### src/rtl/dft_ddr_capture_sel_ctrl.sv
// dft_ddr_capture_sel_ctrl
// Drives the 2-bit capture-clock select and the capture enable for the DDR
// ATPG one-hot clock gate. The select code and the capture timing are loaded
// through a serial TDR chain. A synchronized tester trigger starts a
// capture window: a launch delay, then N enable cycles, then a done pulse.
//
// Optional build macro: DFT_CAPTURE_PARITY_EN
//   When defined, the chain grows by one even-parity MSB. An update whose
//   parity check fails is rejected and flags upd_err_o.
//
// state  | meaning
// -------+----------------------------------------------------------
// IDLE   | waiting for a trigger; shadow register may be updated
// DELAY  | launch delay, dcnt counts down from the dly field
// PULSE  | capture_en high, pcnt counts down from the pulse count
// DONE   | one-cycle capture_done, then back to IDLE
module dft_ddr_capture_sel_ctrl #(
   parameter int CNT_W       = 3,
   parameter int DLY_W       = 3,
   parameter int SYNC_STAGES = 2
) (
   input  logic       clk_i,
   input  logic       rstn_i,
   input  logic       scan_mode_i,
   input  logic       tdr_si_i,
   input  logic       tdr_shift_en_i,
   input  logic       tdr_update_i,
   output logic       tdr_so_o,
   input  logic       capture_trig_i,
   output logic [1:0] ddr_clk_sel_o,
   output logic       capture_en_o,
   output logic       capture_busy_o,
   output logic       capture_done_o,
   output logic       upd_err_o
);

   // Field portion of the chain: sel, cnt, dly (LSB first)
   localparam int FW = 2 + CNT_W + DLY_W;
`ifdef DFT_CAPTURE_PARITY_EN
   localparam int PW = 1;
`else
   localparam int PW = 0;
`endif
   localparam int SW  = FW + PW;
   localparam int PCW = CNT_W + 1;

   typedef enum logic [1:0] {
      ST_IDLE  = 2'd0,
      ST_DELAY = 2'd1,
      ST_PULSE = 2'd2,
      ST_DONE  = 2'd3
   } state_t;

   state_t                 state_q, state_d;
   logic [SW-1:0]          sr_q, sr_d;
   logic [FW-1:0]          shd_q, shd_d;
   logic [SYNC_STAGES-1:0] sync_q;
   logic                   sync_prev_q;
   logic                   trig_det_q;
   logic [DLY_W-1:0]       dcnt_q, dcnt_d;
   logic [PCW-1:0]         pcnt_q, pcnt_d;
   logic [1:0]             sel_q;
   logic                   en_q, busy_q, done_q, err_q, err_d;

   logic [1:0]             sh_sel;
   logic [CNT_W-1:0]       sh_cnt;
   logic [DLY_W-1:0]       sh_dly;
   logic [PCW-1:0]         pcnt_load;
   logic                   sync_out;
   logic                   par_ok;
   logic                   upd_req;
   logic                   upd_acc;

   assign sh_sel   = shd_q[1:0];
   assign sh_cnt   = shd_q[2 +: CNT_W];
   assign sh_dly   = shd_q[2 + CNT_W +: DLY_W];
   assign sync_out = sync_q[SYNC_STAGES-1];

   // A zero pulse-count field encodes the full 2^CNT_W pulses
   assign pcnt_load = (sh_cnt == '0) ? PCW'(1 << CNT_W) : {1'b0, sh_cnt};

`ifdef DFT_CAPTURE_PARITY_EN
   // Even parity across the whole chain, parity bit included
   assign par_ok = ~(^sr_q);
`else
   assign par_ok = 1'b1;
`endif

   // Shift wins over a simultaneous update; that case is not an error
   assign upd_req = tdr_update_i & ~tdr_shift_en_i;
   assign upd_acc = upd_req & (state_q == ST_IDLE) & par_ok;

   // TDR shift register, shadow register and sticky update error
   always_comb begin
      sr_d  = sr_q;
      shd_d = shd_q;
      err_d = err_q;
      if (tdr_shift_en_i) begin
         sr_d = {tdr_si_i, sr_q[SW-1:1]};
      end
      if (upd_acc) begin
         shd_d = sr_q[FW-1:0];
      end
      if (upd_req && ((state_q != ST_IDLE) || !par_ok)) begin
         err_d = 1'b1;
      end
   end

   // Chain and configuration registers
   always_ff @(posedge clk_i or negedge rstn_i) begin
      if (!rstn_i) begin
         sr_q  <= '0;
         shd_q <= '0;
         err_q <= 1'b0;
      end else begin
         sr_q  <= sr_d;
         shd_q <= shd_d;
         err_q <= err_d;
      end
   end

   // Trigger synchronizer with registered rising-edge detect
   always_ff @(posedge clk_i or negedge rstn_i) begin
      if (!rstn_i) begin
         sync_q      <= '0;
         sync_prev_q <= 1'b0;
         trig_det_q  <= 1'b0;
      end else begin
         sync_q      <= {sync_q[SYNC_STAGES-2:0], capture_trig_i};
         sync_prev_q <= sync_out;
         trig_det_q  <= sync_out & ~sync_prev_q;
      end
   end

   // Next-state logic; leaving scan mode aborts the window from any state
   always_comb begin
      state_d = state_q;
      dcnt_d  = dcnt_q;
      pcnt_d  = pcnt_q;
      if (!scan_mode_i) begin
         state_d = ST_IDLE;
      end else begin
         case (state_q)
            ST_IDLE: begin
               if (trig_det_q && (sh_sel != 2'b00)) begin
                  state_d = ST_DELAY;
                  dcnt_d  = sh_dly;
               end
            end
            ST_DELAY: begin
               if (dcnt_q == '0) begin
                  state_d = ST_PULSE;
                  pcnt_d  = pcnt_load;
               end else begin
                  dcnt_d = dcnt_q - DLY_W'(1);
               end
            end
            ST_PULSE: begin
               if (pcnt_q == PCW'(1)) begin
                  state_d = ST_DONE;
               end else begin
                  pcnt_d = pcnt_q - PCW'(1);
               end
            end
            ST_DONE: begin
               state_d = ST_IDLE;
            end
            default: begin
               state_d = ST_IDLE;
            end
         endcase
      end
   end

   // State, counters and registered outputs
   always_ff @(posedge clk_i or negedge rstn_i) begin
      if (!rstn_i) begin
         state_q <= ST_IDLE;
         dcnt_q  <= '0;
         pcnt_q  <= '0;
         sel_q   <= 2'b00;
         en_q    <= 1'b0;
         busy_q  <= 1'b0;
         done_q  <= 1'b0;
      end else begin
         state_q <= state_d;
         dcnt_q  <= dcnt_d;
         pcnt_q  <= pcnt_d;
         sel_q   <= sh_sel;
         en_q    <= (state_d == ST_PULSE);
         busy_q  <= (state_d != ST_IDLE);
         done_q  <= (state_d == ST_DONE);
      end
   end

   assign tdr_so_o       = sr_q[0];
   assign ddr_clk_sel_o  = sel_q;
   assign capture_en_o   = en_q;
   assign capture_busy_o = busy_q;
   assign capture_done_o = done_q;
   assign upd_err_o      = err_q;

endmodule

### config.mk
export PLATFORM = sky130hd
export DESIGN_NAME = dft_ddr_capture_sel_ctrl
export DESIGN_NICKNAME = d
export VERILOG_FILES = /design/src/rtl/dft_ddr_capture_sel_ctrl.sv
export SDC_FILE = /design/constraint.sdc
export NUM_CORES = 1
export LEC_CHECK = 0
export CORE_MARGIN = 1
export CORE_UTILIZATION = 53
export CTS_BUF_LIST = sky130_fd_sc_hd__clkbuf_4
export CTS_CLUSTER_DIAMETER = 100
export DETAILED_ROUTE_END_ITERATION = 8
export PLACE_DENSITY = 0.83
export SLEW_MARGIN = 15
export SYNTH_ARGS = -nofsm -noshare
export SYNTH_HDL_FRONTEND = slang
export SYNTH_SLANG_ARGS = --single-unit
### constraint.sdc
create_clock -name clk_i -period 1.4 [get_ports clk_i]
set_input_delay 0.35 -clock clk_i [delete_from_list [all_inputs] [get_ports clk_i]]
set_output_delay 0.35 -clock clk_i [all_outputs]
set_load 0.02 [all_outputs]
Word-level counts from Yosys, hierarchy flattened
Cells that the tools add are included.
{ "totals": {"n_memories": 0, "rom_bits": 0, "mem_bits_rw": 0, "wordCells": 54, "reg_bits": 35, "latchBits": 0} }
{ "classes": {"n_eq_ne": 10, "n_addsub": 2, "mux": 12, "shift": 0, "n_lt_le_gt_ge": 0, "multipliers": 0, "n_reduce_logical": 12, "div": 0, "n_bitwise": 5} }
{ "op_table": {"columns": ["operator", "n"], "rows": [
  ["4-bit two-way mux", 3],
  ["2-bit nonzero test", 5],
  ["2-bit equality test (second input constant)", 4],
  ["2-bit two-way mux", 4],
  ["2-bit one-hot mux with 4 select lines", 1],
  ["4-bit one-hot mux with 2 select lines", 1],
  ["4-bit AND reduction", 2],
  ["3-bit zero test", 2],
  ["3-bit two-way mux", 2],
  ["2-bit inequality test (second input constant)", 3],
  ["3-bit one-hot mux with 2 select lines", 1],
  ["4-bit by 1-bit equality test with 1-bit output (second input constant)", 1],
  ["4-bit by 1-bit subtractor with 4-bit output (second input constant)", 1],
  ["1-bit AND", 3],
  ["3-bit by 1-bit subtractor with 3-bit output (second input constant)", 1],
  ["2-bit by 1-bit equality test with 1-bit output (second input constant)", 1],
  ["1-bit logical AND", 2],
  ["2-bit zero test", 1],
  ["2-bit by 1-bit inequality test with 1-bit output (second input constant)", 1],
  ["1-bit NOT", 2]
]} }

Longest topological paths before layout
Gate-level depths: netlist of the first run.
{ "logic_depth": {"depth_word": 6, "depth_mapped": 7, "ltp_nobuf": 7} }

Worst setup path before layout of the first run
Ideal clock, no wire load.
{ "synth_timing": {"kind": "reg2reg", "start": "register state_q[0]", "end": "register pcnt_q[0]", "slack_ns": -0.082, "path_stages_with_launch": 7, "required_ns": 1.276, "synth_period_minus_slack_ns": 1.482, "arrival_ns": 1.358, "setup_time_ns": 0.124, "path_buffers": 0, "cell_sequence": "dfrtp_1 > inv_1 > ha_1 > nor4bb_2 > a211oi_2 > a21oi_1 > o21bai_1"} }
{ "synth_between": {"elab_chain_len": 3} }
{ "synth_lines": {"columns": ["element", "line", "source"], "rows": [
  ["start, declared", "54", "state_t state_q, state_d;"],
  ["start signal, assigned", "186", "state_q <= state_d;"],
  ["2-bit equality test or 2-bit by 1-bit equality test with 1-bit output (tied branches)", "143", "case (state_q)"],
  ["2-bit inequality test (no source line) or 2-bit nonzero test (tied branches)", null, null],
  ["4-bit AND reduction (no source line)", null, null],
  ["end signal, assigned", "188", "pcnt_q <= pcnt_d;"],
  ["end, declared", "61", "logic [PCW-1:0] pcnt_q, pcnt_d;"]
]} }
Parallel ways exist; a longest one is shown, timed or not.
A chain may end at the register's enable or synchronous reset.

Worst setup path in the final report of the first run
{ "layout_timing": {"start": "register state_q[0]", "end": "register en_q, in the netlist capture_en_o"} }
{ "layout_between": {"elab_chain_len": 4} }
{ "layout_lines": {"columns": ["element", "line", "source"], "rows": [
  ["2-bit equality test, or another cell as far along", "143", null],
  ["2-bit one-hot mux with 4 select lines *", "143", null],
  ["2-bit two-way mux *", "140", "if (!scan_mode_i) begin"],
  ["named net state_d[0]", "54", null],
  ["2-bit equality test *", "190", "en_q <= (state_d == ST_PULSE);"],
  ["end signal, assigned", "190", null],
  ["end, declared", "63", "logic en_q, busy_q, done_q, err_q, err_d;"]
]} }
The timed path passes the listed nets; every way through them passes the cells marked *.

==> results of run 1 <==
==> area by class of cell <==
cell class                      count  area share
Sequential cell                    35       0.415
Tap cell                           31      0.0184
Clock inverter                      2     0.00356
Clock buffer                        6      0.0214
Multi-Input combinational cell     77       0.379
Inverter                           10      0.0178
Timing Repair Buffer               35       0.144
==> worst paths after layout <==
check                                         endpoint  slack [ps]  depth (start not counted)
worst max register to register  capture_en_o$_DFF_PN0_        -140                          8
worst min-delay path               sync_q[1]$_DFF_PN0_         360                          0
min in group asynchronous        pcnt_q[0]$_DFFE_PN0P_         380                          2
max in group asynchronous         shd_q[6]$_DFFE_PN0P_         840                          2
worst min register to register     sync_q[1]$_DFF_PN0_         360                          0
worst max-delay path            capture_en_o$_DFF_PN0_        -140                          8
==> kinds of logic (layout without fill, tap and decap cells) <==
| group | after synthesis | count (layout) | synth area share |
|---|---|---|---|
| flip-flops | 35 | 35 | 0.543 |
| buffers and inverters | 14 | 53 | 0.0388 |
| multiplexers | 22 | 22 | 0.149 |
| AO/OA/AOI/OAI | 17 | 17 | 0.0823 |
| AND/OR/NAND/NOR | 31 | 31 | 0.132 |
| adder cells (fa/ha/maj) | 7 | 7 | 0.0543 |
==> cells in the mapped netlist <==
cell type  count  area share
nand2b_4       1      0.0085
a21oi_1        3      0.0093
mux2i_1        6       0.037
nand3b_4       1       0.012
buf_4          1      0.0047
nand3b_1       1      0.0047
inv_1          9       0.021
nor4bb_2       1       0.010
o21ai_0        2      0.0062
inv_2          1      0.0023
buf_2          2      0.0062
nand4b_2       1      0.0093
or3_1          1      0.0039
nand4b_1       2       0.011
a211oi_2       1      0.0078
nand2_1        5       0.012
o211ai_1       3       0.014
a211oi_1       2      0.0093
a221oi_1       1      0.0054
nor2b_1        2      0.0078
or2_1          1      0.0039
clkbuf_4       1      0.0047
nand3_1        2      0.0062
nor2_2         1      0.0039
nor2_1         5       0.012
o21ai_1        3      0.0093
nor3_1         1      0.0031
nand2_2        1      0.0039
ha_1           7       0.054
a221oi_4       1       0.016
mux2_1        16        0.11
o21bai_1       1      0.0047
and3_1         1      0.0039
nand2b_1       2      0.0078
dfrtp_1       35        0.54
nor4_1         1      0.0039
nor3b_1        1      0.0047
==> registers in the layout, indices dropped and copies added, names as in the netlist, 2 cells and up <==
signal and flops:
pcnt_q 4, shd_q 8, dcnt_q 3, ddr_clk_sel_o 2
state_q 2, sync_q 2, sr_q 8
==> per-layer routing <==
layer  track usage  vias up  wire length (um)  part of all wire
met2         0.363       21              1540              0.49
met4        0.0732        0                68             0.022
met3        0.0703        7               124             0.040
met5             0        -                 0                 0
li1              -      523                 -                 -
met1         0.240      548              1400              0.45
==> metrics by stage <==
stage	setup TNS [ps]	setup WS, ps
floorplan	-45.9	-23.9
global placement	-3600	-230
detailed placement	-4810	-290
CTS	-1220	-143
global route	-2370	-210
finish	-1170	-145
==> critical path, cell delays in order, from the launching register on <==
cell      delay [ps]
dfrtp_1          400
inv_2             70
buf_6            120
ha_4             140
nor4bb_4         150
or3_4            350
nand4b_4         120
inv_2             50
nor2_2            90
==> timing repair <==
item | in CTS | in global routing
setup endpoints to repair | 28 | 27
setup buffers | 6 | 1
pin swaps | 8 | 5
gates resized for setup | 25 | 20
==> power by group through the flow <==
stage / Sequential [mW] / Combinational, mW / Clock [mW]
after floorplan: 1.62 / 0.764 / 0
after detailed placement: 1.60 / 1.32 / 0
after global routing: 1.65 / 1.72 / 0.590
after CTS: 1.59 / 1.45 / 0.546
after global placement: 1.57 / 1.25 / 0
final: 1.61 / 1.59 / 0.527
==> cell usage in the layout (no fill, tap or decap), types with 2 or more instances in the layout <==
master / synthesis / routed
dfrtp_1: 35 / 35
nor2_1: 5 / 5
clkbuf_2: 0 / 3
clkinv_1: 0 / 2
nand2b_4: 1 / 2
clkbuf_4: 1 / 6
ha_1: 7 / 3
mux2i_1: 6 / 6
o211ai_1: 3 / 3
a21oi_1: 3 / 2
nand3_1: 2 / 2
inv_1: 9 / 7
a211oi_2: 1 / 3
o21ai_1: 3 / 3
buf_4: 1 / 18
buf_6: 0 / 3
mux2_4: 0 / 7
inv_2: 1 / 3
nand2_1: 5 / 5
nor2b_1: 2 / 2
nand4b_1: 2 / 2
ha_4: 0 / 3
mux2_1: 16 / 9
clkdlybuf4s15_1: 0 / 4
clkdlybuf4s50_1: 0 / 6
==> impl_metrics.json, run 1 <==
{
  "status": "complete, but fails checks",
  "violations": "design-rule violations, negative setup slack",
  "instances_no_fill": 196,
  "drc": 5,
  "rows": 19,
  "grt_max_degree": 36,
  "clock_sinks": 35,
  "ys_warn_count": 0,
  "finalSetupViolations": 20,
  "vias_per_cell": 5.61,
  "pwr-share-comb": 0.427,
  "p_seq_frac": 0.432,
  "period_share": 1.10,
  "slew_violations": 0,
  "worstPathArrival_ps": 1830,
  "fmax_mhz": 647,
  "antenna_found_initial": 0,
  "gp_congestion": 0.745,
  "p_clk_frac": 0.142,
  "register_area_um2": 876,
  "dr.pass1.iters": 6,
  "skew_ps": 5.22,
  "mappedNetlistNets": 140,
  "endpoint_kind": "register",
  "multi_input_area_um2": 800,
  "fin_area_mm2": 0.00211,
  "r2r-start": "state_q[0]$_DFF_PN0_",
  "grt_overflow_total": 0,
  "worstSetupPathType": "register to register",
  "post-route-util": 0.745,
  "grt_first_pass_wirelength_um": 4990,
  "area_growth_syn_to_layout_pct": 30.8,
  "switching_share": 0.352,
  "power.switching_mw": 1.31,
  "tritoncts": "built",
  "initial_core_util": 0.570,
  "track_usage": 0.208,
  "cts_buffers": 5,
  "io_buffers": 13,
  "ys_types": 37,
  "crit_required_ps": 1680,
  "p_per_area_mw_per_mm2": 1770,
  "cellInternalPower_mw": 2.41,
  "final_antenna_net_count": 0,
  "cts_hold_buf": 0,
  "io-pin-count": 14,
  "layout-drive-gt1-share": 0.370,
  "worstMarginPinSlew_ps": 455,
  "final_nets": 178,
  "core_mm2": 0.00283,
  "place_inst": 181,
  "fillers": 182,
  "worstSetupStartpointType": "register",
  "clk-insertion-delay-late_ps": 340,
  "hold_viol_final": 0,
  "crit_start": "state_q[0]$_DFF_PN0_",
  "yosysSeqAreaShare": 0.543,
  "netlist_area_mm2": 0.00161,
  "yosys_register_bits": 35,
  "critical_path.max_fanout": 3,
  "die_h_um": 57.1,
  "fin_ws_ps": -145,
  "htree_levels": 2,
  "place_area_mm2": 0.00189,
  "min_from": "sync_q[0]$_DFF_PN0_",
  "n_antenna_cell": 0,
  "place_hpwl_um": 2040,
  "cts_buffer_depth": 2,
  "routed_wl_um": 3130,
  "period_needed_ps": 1540,
  "syn_inst": 126,
  "clk_pin_slew_ps": 100,
  "grt_pass1_vias": 1143,
  "holdWs_ps": 357,
  "drt_iter0_markers": 19,
  "die_w_um": 57.1,
  "vdd_drop_max_mv": 1.12,
  "max-slew-margin-rel": 0.694,
  "rsz0062_at_grt": "yes",
  "hold_path.class": "register to register",
  "root_buffer": "clkbuf_4",
  "p_leak_nw": 0.956,
  "maxCapViolCount": 0,
  "finalPower_mw": 3.73,
  "syn_area_per_cell_um2": 12.8,
  "via_count": 1099,
  "wire_per_inst_um": 16.0,
  "die_area_mm2": 0.00326
}
No activity file was read; power rests on OpenSTA's default activity.
==> inputs of run 2 (changes only) <==
--- a/config.mk
+++ b/config.mk
@@ -10,6 +10,7 @@
 export CTS_BUF_LIST = sky130_fd_sc_hd__clkbuf_4
 export CTS_CLUSTER_DIAMETER = 100
 export DETAILED_ROUTE_END_ITERATION = 8
+export GPL_ROUTABILITY_DRIVEN = 0
 export PLACE_DENSITY = 0.83
 export SLEW_MARGIN = 15
 export SYNTH_ARGS = -nofsm -noshare
==> results of run 2 <==
The final DEF is identical to that of run 1; final timing and power are the same.
